===== config.mk =====
export PLATFORM = sky130hd
export DESIGN_NAME = code_entry_fsm
export DESIGN_NICKNAME = d
export VERILOG_FILES = /design/src/rtl/code_entry_fsm.sv
export SDC_FILE = /design/constraint.sdc
export NUM_CORES = 1
export LEC_CHECK = 0
export ABC_AREA = 1
export CELL_PAD_IN_SITES_DETAIL_PLACEMENT = 1
export CELL_PAD_IN_SITES_GLOBAL_PLACEMENT = 2
export CORE_MARGIN = 3
export CORE_UTILIZATION = 35
export CTS_CLUSTER_DIAMETER = 30
export DETAILED_ROUTE_END_ITERATION = 16
export GPL_ROUTABILITY_DRIVEN = 0
export PLACE_DENSITY_LB_ADDON = 0.12
export SLEW_MARGIN = 20
export SYNTH_ARGS = -nofsm -noshare
export SYNTH_HDL_FRONTEND = slang
export SYNTH_SLANG_ARGS = --single-unit

===== constraint.sdc =====
create_clock -name clk -period 4.08 [get_ports clk]
set_input_delay 0.408 -clock clk [delete_from_list [all_inputs] [get_ports clk]]
set_output_delay 0.408 -clock clk [all_outputs]
set_load 0.005 [all_outputs]

===== src/rtl/code_entry_fsm.sv =====
// Password-entry FSM: builds a BCD code from inc/next key pulses, checks it on enter,
// and enforces a timed lockout after MAX_TRIES wrong submissions.
module code_entry_fsm #(
    parameter int unsigned             DIGITS      = 4,
    parameter logic [4*DIGITS-1:0]     CODE        = 16'h1234,
    parameter int unsigned             MAX_TRIES   = 3,
    parameter int unsigned             LOCK_CYCLES = 250_000_000
) (
    input  logic                        clk,
    input  logic                        rst,
    input  logic                        key_inc,
    input  logic                        key_next,
    input  logic                        key_enter,
    input  logic                        key_clear,
    output logic [4*DIGITS-1:0]         digits,
    output logic [$clog2(DIGITS)-1:0]   cur_pos,
    output logic                        unlocked,
    output logic                        fail_pulse,
    output logic                        locked_out,
    output logic [3:0]                  tries_left
);
    localparam int unsigned POS_W = $clog2(DIGITS);

    typedef enum logic [1:0] {
        ENTRY,
        UNLOCKED,
        LOCKOUT
    } state_e;

    state_e                 state_q, state_d;
    logic [4*DIGITS-1:0]    digits_q, digits_d;
    logic [POS_W-1:0]       cur_pos_q, cur_pos_d;
    logic                   unlocked_q, unlocked_d;
    logic                   fail_pulse_q, fail_pulse_d;
    logic                   locked_out_q, locked_out_d;
    logic [3:0]             tries_left_q, tries_left_d;
    logic [31:0]            lock_cnt_q, lock_cnt_d;

    always_comb begin
        state_d      = state_q;
        digits_d     = digits_q;
        cur_pos_d    = cur_pos_q;
        fail_pulse_d = 1'b0;
        tries_left_d = tries_left_q;
        lock_cnt_d   = lock_cnt_q;

        case (state_q)
            ENTRY: begin
                // Priority chain: clear > enter > next > inc.
                if (key_clear) begin
                    digits_d  = '0;
                    cur_pos_d = '0;
                end else if (key_enter) begin
                    if (digits_q == CODE) begin
                        state_d      = UNLOCKED;
                        tries_left_d = 4'(MAX_TRIES);
                    end else begin
                        fail_pulse_d = 1'b1;
                        digits_d     = '0;
                        cur_pos_d    = '0;
                        if (tries_left_q <= 4'd1) begin
                            tries_left_d = '0;
                            state_d      = LOCKOUT;
                            lock_cnt_d   = 32'(LOCK_CYCLES - 1);
                        end else begin
                            tries_left_d = tries_left_q - 4'd1;
                        end
                    end
                end else if (key_next) begin
                    if (cur_pos_q == POS_W'(DIGITS - 1)) begin
                        cur_pos_d = '0;
                    end else begin
                        cur_pos_d = cur_pos_q + POS_W'(1);
                    end
                end else if (key_inc) begin
                    for (int unsigned i = 0; i < DIGITS; i++) begin
                        if (cur_pos_q == POS_W'(i)) begin
                            digits_d[4*i +: 4] = (digits_q[4*i +: 4] == 4'd9) ? 4'd0
                                                 : digits_q[4*i +: 4] + 4'd1;
                        end
                    end
                end
            end
            UNLOCKED: begin
                if (key_clear) begin
                    state_d   = ENTRY;
                    digits_d  = '0;
                    cur_pos_d = '0;
                end
            end
            LOCKOUT: begin
                if (lock_cnt_q == '0) begin
                    state_d      = ENTRY;
                    tries_left_d = 4'(MAX_TRIES);
                    digits_d     = '0;
                    cur_pos_d    = '0;
                end else begin
                    lock_cnt_d = lock_cnt_q - 32'd1;
                end
            end
            default: state_d = ENTRY;
        endcase

        unlocked_d   = (state_d == UNLOCKED);
        locked_out_d = (state_d == LOCKOUT);
    end

    always_ff @(posedge clk) begin
        if (rst) begin
            state_q      <= ENTRY;
            digits_q     <= '0;
            cur_pos_q    <= '0;
            unlocked_q   <= 1'b0;
            fail_pulse_q <= 1'b0;
            locked_out_q <= 1'b0;
            tries_left_q <= 4'(MAX_TRIES);
            lock_cnt_q   <= '0;
        end else begin
            state_q      <= state_d;
            digits_q     <= digits_d;
            cur_pos_q    <= cur_pos_d;
            unlocked_q   <= unlocked_d;
            fail_pulse_q <= fail_pulse_d;
            locked_out_q <= locked_out_d;
            tries_left_q <= tries_left_d;
            lock_cnt_q   <= lock_cnt_d;
        end
    end

    assign digits     = digits_q;
    assign cur_pos    = cur_pos_q;
    assign unlocked   = unlocked_q;
    assign fail_pulse = fail_pulse_q;
    assign locked_out = locked_out_q;
    assign tries_left = tries_left_q;

endmodule


==> impl_results.md <==
* Worst-Skew Late Latency at 0.33 ns
* Multi-input logic area at 2520 sq um
* Core region area at 11500 sq um
* Most used cell, CP: nor2_1
* Adder-Cell Fraction of Synth Area at 0.0485
* Status: finished, final reports clean
* Tcrit/Tclk final at 0.580
* DP HPWL at 9120 microns
* Max Freq at 423 MHz
* Max-Slew Margin vs Limit at 0.578
* CTS tree: yes
* First-pass GRT wire length at 21400 microns
* Final setup fails at 0
* Post-route setup TNS at 0 ns
* Cell area power density at 379 nW/um^2
* Synth Register Bits at 59
* Sw Ratio at 0.333
* Max stage delay on crit path at 0.35 ns
* Area growth, synth to finish at 14.9%
* Slowest cell on the critical path: dfxtp_1
* Fin. max-slew vios at 0
* Pint at 0.00120 W
* Mean Syn Cell Area at 6.30 sq um
* CTS Buf Count at 9
* Pin count of the biggest net entering global routing at 38
* Clock Skews at 0.00509 ns
* Worst hold path class: reg -> reg
* Synth Area in Compound Gates at 0.0816
* Via density at 5.02
* Worst setup SP type: flop
* Synthesized area at 4130 sq um
* Root buf cell: clkbuf_16
* HP Start: lock_cnt_q[1]$_SDFFE_PP0P_
* Worst-Margin Slew at 0.630 ns
* Mapped Nets at 677
* Post-layout minimum cycle time at 2.37 ns
* Reg-to-Reg End: lock_cnt_q[20]$_SDFFE_PP0P_
* Total chip power at 0.00180 W
* Synth Area in Simple Gates at 0.462
* XOR/XNOR Fraction of Synth Area at 0.0191
* Synth area leaders: dfxtp_1 (29%), nand2_1 (15%), nor2_1 (11%)
* Total GRT Usage at 0.203
* Commonest cells after routing, fill and taps aside: nand2_1 (166), nor2_1 (122), inv_1 (64)
* Htree depth at 3
* # fillers at 1532
* Syn Inst Count at 655
* Pleak at 2.15 nW
* Post-Route Utilization at 0.413
* Gate power share at 0.264
* CP Class: reg -> reg
* Worst path bufs/invs at 2
* Crit Path Max Fanout at 37
* Seq/Total Area, Yosys at 0.286
* Ports at 31
* Layout Nets at 702
* CP Capture Type: flop
* Psw at 0.000599 W
* CTS clk-pin slew, worst paths at 0.05 ns
* I/O Buffers at 30
* Worst reg2reg startpoint: tries_left[0]$_SDFFE_PP1P_
* Hold depth at 2
* Routed length per instance at 14.8 microns
* Post-CTS Resized at 0
* Post-DRT Antenna Nets at 0
* R2R cell count at 13
* Synth cell types at 37
* Crit path max-delay family: simple AND/OR/NAND/NOR gates
* Ordered cell list for the critical path: inv_1 -> ha_1 -> nor2_1 -> nor3_4 -> nand2_1 -> nor2_1 -> nand2_1 -> nand2_2 -> nand2_4 -> inv_4 -> nand2_1 -> nor2_1 -> nor2_1
* Largest family of logic cells by synthesized area: simple AND/OR/NAND/NOR gates
* Worst path arrival time at 2.60 ns
* Final WL at 12300 microns
* Share of power burned in registers at 0.353
* Die W at 115 microns
* Vias at 4154
* Post-CTS setup buffer count at 0
* # clock sinks at 59
* RSZ-0062 raised after global routing: false
* Placed Instance Area at 4480 sq um
* Maximum buffer depth of the clock tree at 2
* CTS Hold Buffers Added at 0
* DRT Pass-1 Iters at 4
* Antenna Cells at 0
* Initial core utilization at 0.360
* Initial drt markers at 124
* Number of global-route vias before repair at 4495
* Finished Cell Area at 4740 sq um
* Ys Warns at 0
* CP required at 4.31 ns
* Hold Vio Cnt, Final at 0
* Yosys top cell by area: dfxtp_1
* Peak VDD IR at 0.000246 V
* DRC at 0
* Share of post-route cells with drive strength above 1 at 0.0892
* Clock share of power at 0.384
* Multiplexer share of the synthesized area at 0
* Yosys top cell area share at 0.286
* Die ar. at 13100 sq um
* Sequential cell area at 1180 sq um
* Num rows at 39
* Commonest non-fill, non-tap cell in the layout: nand2_1
* Initial antenna violation count at 0
* Reg-to-reg slack, setup at 1.71 ns
* Max Cap Viol at 0
* Grt ovf at 0
* Overall die height at 115 microns
* Hold Path End: lock_cnt_q[1]$_SDFFE_PP0P_
-- layout make-up --
class / count / area share
timing repair buffer: 33 / 0.0681
inverter: 72 / 0.0575
clock inverter: 3 / 0.00317
tap: 143 / 0.0377
sequential: 59 / 0.249
clock buffer: 12 / 0.0520
multi-input combinational: 505 / 0.532
-- how the worst max path moves through the flow --
stage / startpoint / end / slack, ns / depth (start not counted)
after floorplan: digits[4]$_SDFFE_PP0P_ / lock_cnt_q[22]$_SDFFE_PP0P_ / 2.36 / 13
after global placement: key_clear / lock_cnt_q[20]$_SDFFE_PP0P_ / 1.48 / 11
after detailed placement: key_clear / lock_cnt_q[20]$_SDFFE_PP0P_ / 1.42 / 11
after CTS: tries_left[0]$_SDFFE_PP1P_ / lock_cnt_q[20]$_SDFFE_PP0P_ / 1.68 / 13
after global routing: tries_left[0]$_SDFFE_PP1P_ / lock_cnt_q[20]$_SDFFE_PP0P_ / 1.35 / 14
final: tries_left[0]$_SDFFE_PP1P_ / lock_cnt_q[20]$_SDFFE_PP0P_ / 1.71 / 13
-- metrics by stage --
| step | worst slack, ns | hold slack (ns) | std cells |
|---|---|---|---|
| 2_1_floorplan | 2.36 | 0.450 | 655 |
| 3_3_place_gp | 1.48 | 0.463 | 812 |
| 3_5_place_dp | 1.42 | 0.480 | 812 |
| 4_1_cts | 1.68 | 0.487 | 827 |
| 5_1_grt | 1.35 | 0.511 | 827 |
| 6_report | 1.71 | 0.482 | 827 |
-- power groups by stage --
stage | clock network, W | logic [W] | registers (W)
after global routing | 0.000736 | 0.000545 | 0.000640
after CTS | 0.000723 | 0.000484 | 0.000635
final | 0.000690 | 0.000474 | 0.000634
after floorplan | 0 | 0.000360 | 0.000638
after detailed placement | 0 | 0.000482 | 0.000647
after global placement | 0 | 0.000466 | 0.000646
-- synthesized netlist by cell type --
| master | number |
|---|---|
| nor3_1 | 12 |
| o211ai_1 | 2 |
| or2_2 | 7 |
| inv_2 | 4 |
| ha_1 | 16 |
| dfxtp_1 | 59 |
| clkbuf_1 | 5 |
| buf_8 | 1 |
| clkinv_1 | 3 |
| nand2_2 | 3 |
| inv_1 | 64 |
| nand3_4 | 1 |
| nor2b_1 | 1 |
| o21bai_1 | 2 |
| a31oi_1 | 6 |
| clkbuf_2 | 1 |
| inv_4 | 1 |
| o21ai_1 | 3 |
| nand3b_1 | 3 |
| xor2_1 | 6 |
| xnor2_1 | 3 |
| nor3b_1 | 1 |
| nor2_4 | 3 |
| nand2_4 | 2 |
| buf_6 | 8 |
| nand4_1 | 26 |
| nor2_2 | 16 |
| nand2_1 | 166 |
| a21oi_1 | 33 |
| a31o_2 | 1 |
| nor2_1 | 122 |
| nand3_1 | 47 |
| buf_2 | 4 |
| nand3_2 | 4 |
| nor3_4 | 1 |
| o21ai_0 | 16 |
| nor2_8 | 2 |
-- layer usage --
metal	vias to the layer above	track usage	share of wire
li1	2136	-	-
met1	1975	0.229	0.44
met2	32	0.377	0.52
met3	11	0.0507	0.026
met4	0	0.0507	0.010
met5	-	0	0
-- sequential cells by signal, summed over array words and instances, names as in the netlist --
| register | count |
|---|---|
| lock_cnt_q | 32 |
| digits | 16 |
| tries_left | 4 |
| cur_pos | 2 |
| state_q | 2 |
| fail_pulse | 1 |
| locked_out | 1 |
| unlocked | 1 |
-- cell families after synthesis --
group / count (synthesis)
DFF: 59
buffers and inverters: 91
adders and majority gates: 16
xor gates and xnor gates: 9
and+or+nand+nor: 417
AOI/OAI and AO/OA: 63
-- tightest hold or removal path, stage by stage (launching register included) --
cell and delay (ns):
dfxtp_1 0.29, inv_1 0.08, a21oi_1 0.07
(Power assumes the default switching activity.)
